--- src/rtl/decode_stage.sv ---
// RV32I decode stage: owns the IF/ID register, decodes the held instruction,
// raises the fetch stall on load-use hazards / execute back-pressure and turns flushes into bubbles.
module decode_stage #(
   parameter logic [31:0] NOP_INST = 32'h00000013,
   parameter int          CNT_W    = 32
) (
   input  logic             clk,
   input  logic             reset,
   input  logic [31:0]      pc,
   input  logic [31:0]      inst,
   input  logic             flush,
   input  logic             ex_ready,
   input  logic [4:0]       ex_rd,
   input  logic             ex_is_load,
   input  logic             ex_valid,
   output logic             valid,
   output logic [31:0]      dec_pc,
   output logic [4:0]       rs1,
   output logic [4:0]       rs2,
   output logic [4:0]       rd,
   output logic [31:0]      imm,
   output logic [3:0]       alu_op,
   output logic             is_branch,
   output logic             bcond,
   output logic             base_gpr,
   output logic             is_load,
   output logic             is_store,
   output logic             illegal,
   output logic             blocked,
   output logic [CNT_W-1:0] issue_cnt,
   output logic [CNT_W-1:0] stall_cnt
);

   localparam logic [6:0] OPC_LUI    = 7'b0110111;
   localparam logic [6:0] OPC_AUIPC  = 7'b0010111;
   localparam logic [6:0] OPC_JAL    = 7'b1101111;
   localparam logic [6:0] OPC_JALR   = 7'b1100111;
   localparam logic [6:0] OPC_BRANCH = 7'b1100011;
   localparam logic [6:0] OPC_LOAD   = 7'b0000011;
   localparam logic [6:0] OPC_STORE  = 7'b0100011;
   localparam logic [6:0] OPC_IMM    = 7'b0010011;
   localparam logic [6:0] OPC_OP     = 7'b0110011;
   localparam logic [6:0] OPC_FENCE  = 7'b0001111;
   localparam logic [6:0] OPC_SYSTEM = 7'b1110011;

   logic        held_valid;
   logic [31:0] held_inst;
   logic [31:0] held_pc;

   logic [6:0]  opcode;
   logic        fmt_r, fmt_i, fmt_s, fmt_b, fmt_u, fmt_j;
   logic        legal, active, is_shift;
   logic        uses_rs1, uses_rs2, hazard;

   assign opcode = held_inst[6:0];

   always_comb begin
      fmt_r = 1'b0;
      fmt_i = 1'b0;
      fmt_s = 1'b0;
      fmt_b = 1'b0;
      fmt_u = 1'b0;
      fmt_j = 1'b0;
      case (opcode)
         OPC_OP:                                              fmt_r = 1'b1;
         OPC_IMM, OPC_LOAD, OPC_JALR, OPC_FENCE, OPC_SYSTEM:  fmt_i = 1'b1;
         OPC_STORE:                                           fmt_s = 1'b1;
         OPC_BRANCH:                                          fmt_b = 1'b1;
         OPC_LUI, OPC_AUIPC:                                  fmt_u = 1'b1;
         OPC_JAL:                                             fmt_j = 1'b1;
         default: ;
      endcase
   end

   assign legal    = fmt_r | fmt_i | fmt_s | fmt_b | fmt_u | fmt_j;
   assign uses_rs1 = fmt_r | fmt_i | fmt_s | fmt_b;
   assign uses_rs2 = fmt_r | fmt_s | fmt_b;

   assign dec_pc = held_pc;
   assign rs1    = uses_rs1 ? held_inst[19:15] : 5'd0;
   assign rs2    = uses_rs2 ? held_inst[24:20] : 5'd0;
   assign rd     = (fmt_r | fmt_i | fmt_u | fmt_j) ? held_inst[11:7] : 5'd0;

   always_comb begin
      imm = 32'd0;
      if (fmt_i)
         imm = {{20{held_inst[31]}}, held_inst[31:20]};
      else if (fmt_s)
         imm = {{20{held_inst[31]}}, held_inst[31:25], held_inst[11:7]};
      else if (fmt_b)
         imm = {{19{held_inst[31]}}, held_inst[31], held_inst[7], held_inst[30:25],
                held_inst[11:8], 1'b0};
      else if (fmt_u)
         imm = {held_inst[31:12], 12'd0};
      else if (fmt_j)
         imm = {{11{held_inst[31]}}, held_inst[31], held_inst[19:12], held_inst[20],
                held_inst[30:21], 1'b0};
   end

   // funct7[5] only distinguishes sub/sra/srai; elsewhere bit 30 is immediate data
   assign is_shift = (opcode == OPC_IMM) && (held_inst[13:12] == 2'b01);
   assign alu_op   = {(fmt_r | is_shift) & held_inst[30], held_inst[14:12]};

   assign active    = held_valid & legal;
   assign illegal   = held_valid & ~legal;
   assign is_branch = active & ((opcode == OPC_JAL) | (opcode == OPC_JALR) | (opcode == OPC_BRANCH));
   assign bcond     = active & (opcode == OPC_BRANCH);
   assign base_gpr  = active & (opcode == OPC_JALR);
   assign is_load   = active & (opcode == OPC_LOAD);
   assign is_store  = active & (opcode == OPC_STORE);

   assign hazard  = held_valid & ex_valid & ex_is_load & (ex_rd != 5'd0) &
                    ((uses_rs1 & (rs1 == ex_rd)) | (uses_rs2 & (rs2 == ex_rd)));
   // a flush discards the held instruction, so it must never also stall fetch
   assign blocked = held_valid & (hazard | ~ex_ready) & ~flush;
   assign valid   = held_valid & ~illegal & ~blocked & ~flush;

   always_ff @(posedge clk) begin
      if (reset) begin
         held_valid <= 1'b0;
         held_inst  <= NOP_INST;
         held_pc    <= 32'd0;
         issue_cnt  <= '0;
         stall_cnt  <= '0;
      end else begin
         if (valid)
            issue_cnt <= issue_cnt + CNT_W'(1);
         if (blocked)
            stall_cnt <= stall_cnt + CNT_W'(1);
         if (flush) begin
            held_valid <= 1'b0;
            held_inst  <= NOP_INST;
         end else if (!blocked) begin
            held_valid <= 1'b1;
            held_inst  <= inst;
            held_pc    <= pc;
         end
      end
   end

endmodule

--- config.mk ---
export PLATFORM = sky130hd
export DESIGN_NAME = decode_stage
export DESIGN_NICKNAME = d
export VERILOG_FILES = /design/src/rtl/decode_stage.sv
export SDC_FILE = /design/constraint.sdc
export NUM_CORES = 1
export LEC_CHECK = 0
export CAP_MARGIN = 20
export CORE_AREA = 2 2 110 139
export DETAILED_ROUTE_END_ITERATION = 6
export DIE_AREA = 0 0 112 141
export PLACE_DENSITY = 0.91
export SLEW_MARGIN = 20
export SYNTH_ARGS = -nofsm -noshare
export SYNTH_HDL_FRONTEND = slang
export SYNTH_SLANG_ARGS = --single-unit
--- constraint.sdc ---
create_clock -name clk -period 3 [get_ports clk]
set_input_delay 0.6 -clock clk [delete_from_list [all_inputs] [get_ports clk]]
set_output_delay 0.6 -clock clk [all_outputs]
set_load 0.05 [all_outputs]
==> metrics.csv <==
stage;metric;value;unit
status;status;complete, no violations;
cells_and_area;layout_commonest_cell;clkdlybuf4s50_1;
detailed_routing;route.vias.total;7315;
flow_run;maxCapViolCount;0;
power;leakage;3.70;nW
floorplan;rows;50;
cells_and_area;final_cell_area;10000;um2
grt;busiest_layer;met2;
grt;grt_antenna_before_repair;0;
grt;gr-usage-met2;45.9;%
floorplan;fp.coreArea;14600;um2
sta;final-hold-violation-count;0;
yosys;yosysSeqAreaShare;39.6;%
worst_setup_path;crit_type;input port to output port;
worst_setup_path;worst-path-buf-inv;2;
sta;layout_setup_ws;0.0619;ns
hold_path;hp-class;flop to flop;
placement;io_buffers;229;
detailed_routing;drt_iter0_markers;552;
floorplan;die_width;112;um
worst_setup_path;crit_chain;dlygate4sd2_1 > or4_1 > o211ai_2 > a21oi_2 > o21a_4 > nor3_4 > buf_6;
floorplan;die-area;15800;um2
yosys;yosys_warnings;0;
floorplan;ioPinCount;230;
clock_tree;tritoncts;done;
detailed_routing;vias_per_cell;5.80;
sta;slew_headroom;59.1;%
clock_tree;cts_made_buffers;17;
yosys;synth.distinct_cells;51;
cells_and_area;final_nets;1143;
sta;max_freq;340;MHz
clock_tree;clkSinkCount;129;
worst_setup_path;worstPathRequired;2.40;ns
grt;gr-total-overflow;0;
placement;globalplace.congestion;0.832;
detailed_routing;dr.pass1.iters;5;
sta;min_period_over_period;97.9;%
sta;slew_violations;0;
cells_and_area;diodes;0;
grt;grt_util_met3;6.28;%
detailed_routing;drc;0;
worst_setup_path;end_kind;output port;
cells_and_area;drive_above_1_share;15.6;%
worst_setup_path;crit_fanout;3;
placement;pre_cts_ws;-0.198;ns
cells_and_area;area_growth;53.7;%
yosys;synth-seq-cells;129;
clock_tree;clock_latency;0.42;ns
cells_and_area;final_util;68.5;%
cells_and_area;layout_common_cells;174 x clkdlybuf4s50_1, 130 x a21oi_1, 124 x nand2_1, 124 x dfxtp_1, 71 x buf_4;
worst_setup_path;cp-start-kind;input port;
clock_tree;clkTransAtPathRegs;0.06;ns
clock_tree;cts_buffer_depth;2;
power;power_density;490;nW/um2
grt;use_met1;30.6;%
sta;fin_skew;0.0115;ns
grt;grt_pass1_vias;6962;
yosys;synth.avg_cell_area;7.76;um2
grt;grt_max_degree;58;
worst_setup_path;cp_top_family;simple AND/OR/NAND/NOR gates;
clock_tree;htreeDepth;4;
worst_setup_path;crit_slowest_cell;or4_1;
sta;finalSetupViolations;0;
placement;place_area;9310;um2
placement;place_inst;1228;
yosys;syn_area;6530;um2
placement;hpwl;15000;um
clock_tree;cts-root-buf;clkbuf_16;
yosys;synth-async-reset-ratio;0;%
yosys;synth_edf_count;0;
cells_and_area;nFillCells;1139;
yosys;syn-num-nets;918;
sta;period_needed;2.94;ns
floorplan;fp.dieH;141;um
yosys;dominantRegCellSynth;dfxtp_1;
power;power.total;4.92;mW
grt;track_usage;26.4;%
floorplan;start_util;44.6;%
grt;grt_pass1_wl;34500;um
detailed_routing;drt_wl_total;21400;um
sta;tns;0;ns
yosys;syn_inst;841;
worst_setup_path;crit_arrival;2.34;ns
cells_and_area;fin_cells;1261;
sta;worstMarginPinSlew;0.608;ns
detailed_routing;wl_per_cell;17.0;um
power;ir_drop;0.324;mV
detailed_routing;ant_nets;0;
worst_setup_path;critPathMaxStageDelay;0.53;ns
sta;whs;0.472;ns
-- synthesized netlist by cell type (2+ instances only) --
cell type / count / area (um2)
and2_1: 22 / 138
o21ai_0: 46 / 230
a21oi_1: 130 / 651
clkbuf_1: 45 / 169
dfxtp_1: 129 / 2580
inv_1: 16 / 60.1
and3_1: 14 / 87.6
mux2_2: 6 / 67.6
nor2_1: 18 / 67.6
o21bai_1: 2 / 15.0
nor3_1: 7 / 35.0
o22ai_1: 2 / 12.5
and3b_1: 2 / 17.5
xor2_1: 8 / 70.1
buf_2: 13 / 65.1
ha_1: 2 / 25.0
nand3_1: 56 / 280
o21a_1: 4 / 30.0
o31ai_1: 33 / 248
nor2b_1: 20 / 125
and4_1: 7 / 61.3
nand2b_1: 2 / 12.5
o211ai_2: 2 / 25.0
nand2_1: 124 / 465
nand4_1: 8 / 50.1
o21ai_1: 2 / 10.0
or2_2: 3 / 18.8
buf_1: 8 / 30.0
o21ba_2: 2 / 20.0
nor4_1: 11 / 68.8
o2111ai_1: 9 / 78.8
a21o_1: 8 / 60.1
or3_1: 13 / 81.3
or4_1: 35 / 263
xnor2_1: 10 / 87.6
buf_4: 4 / 30.0
o211ai_1: 4 / 30.0
-- worst paths after layout --
| kind | startpoint | end | slack (ns) | cells past startpoint |
|---|---|---|---|---|
| setup / recovery | ex_rd[2] | valid | 0.06 | 7 |
| setup reg to reg | held_inst[4] | issue_cnt[29] | 0.45 | 7 |
| hold / removal | dec_pc[1] | dec_pc[1] | 0.47 | 2 |
| hold reg to reg | dec_pc[1] | dec_pc[1] | 0.47 | 2 |
-- flip-flops by register name, summed over array words and instances, names as in the netlist --
signal / flops
issue_cnt: 32
held_inst: 32
held_valid: 1
dec_pc: 32
stall_cnt: 32
-- worst register-to-register path, delay by kind of cell, from the launching register on --
| kind | cells | cell delay (ns) |
|---|---|---|
| simple gates | 4 | 1.37 |
| compound gates | 2 | 0.48 |
| buf+inv | 1 | 0.27 |
| flops | 1 | 0.38 |
-- routing by layer --
metal | up-vias | part of all wire [%]
met4 | 0 | 3.9
li1 | 3490 | -
met3 | 68 | 6.6
met1 | 3454 | 39
met5 | - | 0
met2 | 303 | 51
-- report_power, final --
| group | switching [mW] | internal, mW | total (mW) |
|---|---|---|---|
| clock network | 0.870 | 1.42 | 2.29 |
| logic | 0.511 | 0.313 | 0.824 |
| registers | 0.0385 | 1.76 | 1.80 |
| total | 1.42 | 3.50 | 4.92 |
-- kinds of logic (layout without fill, tap and decap cells) --
group                    count (synthesis)  in the layout  share of synthesized area (%)
AO/OA/AOI/OAI                          252            252                           23.2
XOR/XNOR                                18             18                           2.41
AND/OR/NAND/NOR                        347            347                           27.9
buffers and inverters                   86            324                           5.42
adder cells (fa/ha/maj)                  2              2                          0.383
flip-flops                             129            129                           39.6
multiplexers                             7              7                           1.19
-- what timing repair did --
| item | CTS | global route |
|---|---|---|
| cloned | 0 | 0 |
| resized for setup | 14 | 11 |
| pin swaps | 5 | 3 |
| hold buffers | 0 | 0 |
| setup buffers | 1 | 0 |
| setup endpoints to repair | 22 | 30 |
-- cell type report --
class                           instances  area, um2  area share, %
Clock buffer                           17        425           4.24
Clock inverter                         15        224           2.23
Inverter                               16       60.1          0.599
Multi-Input combinational cell        626       3680           36.7
Sequential cell                       129       2590           25.8
Tap cell                              182        228           2.27
Timing Repair Buffer                  276       2820           28.1
(Power assumes the default switching activity.)
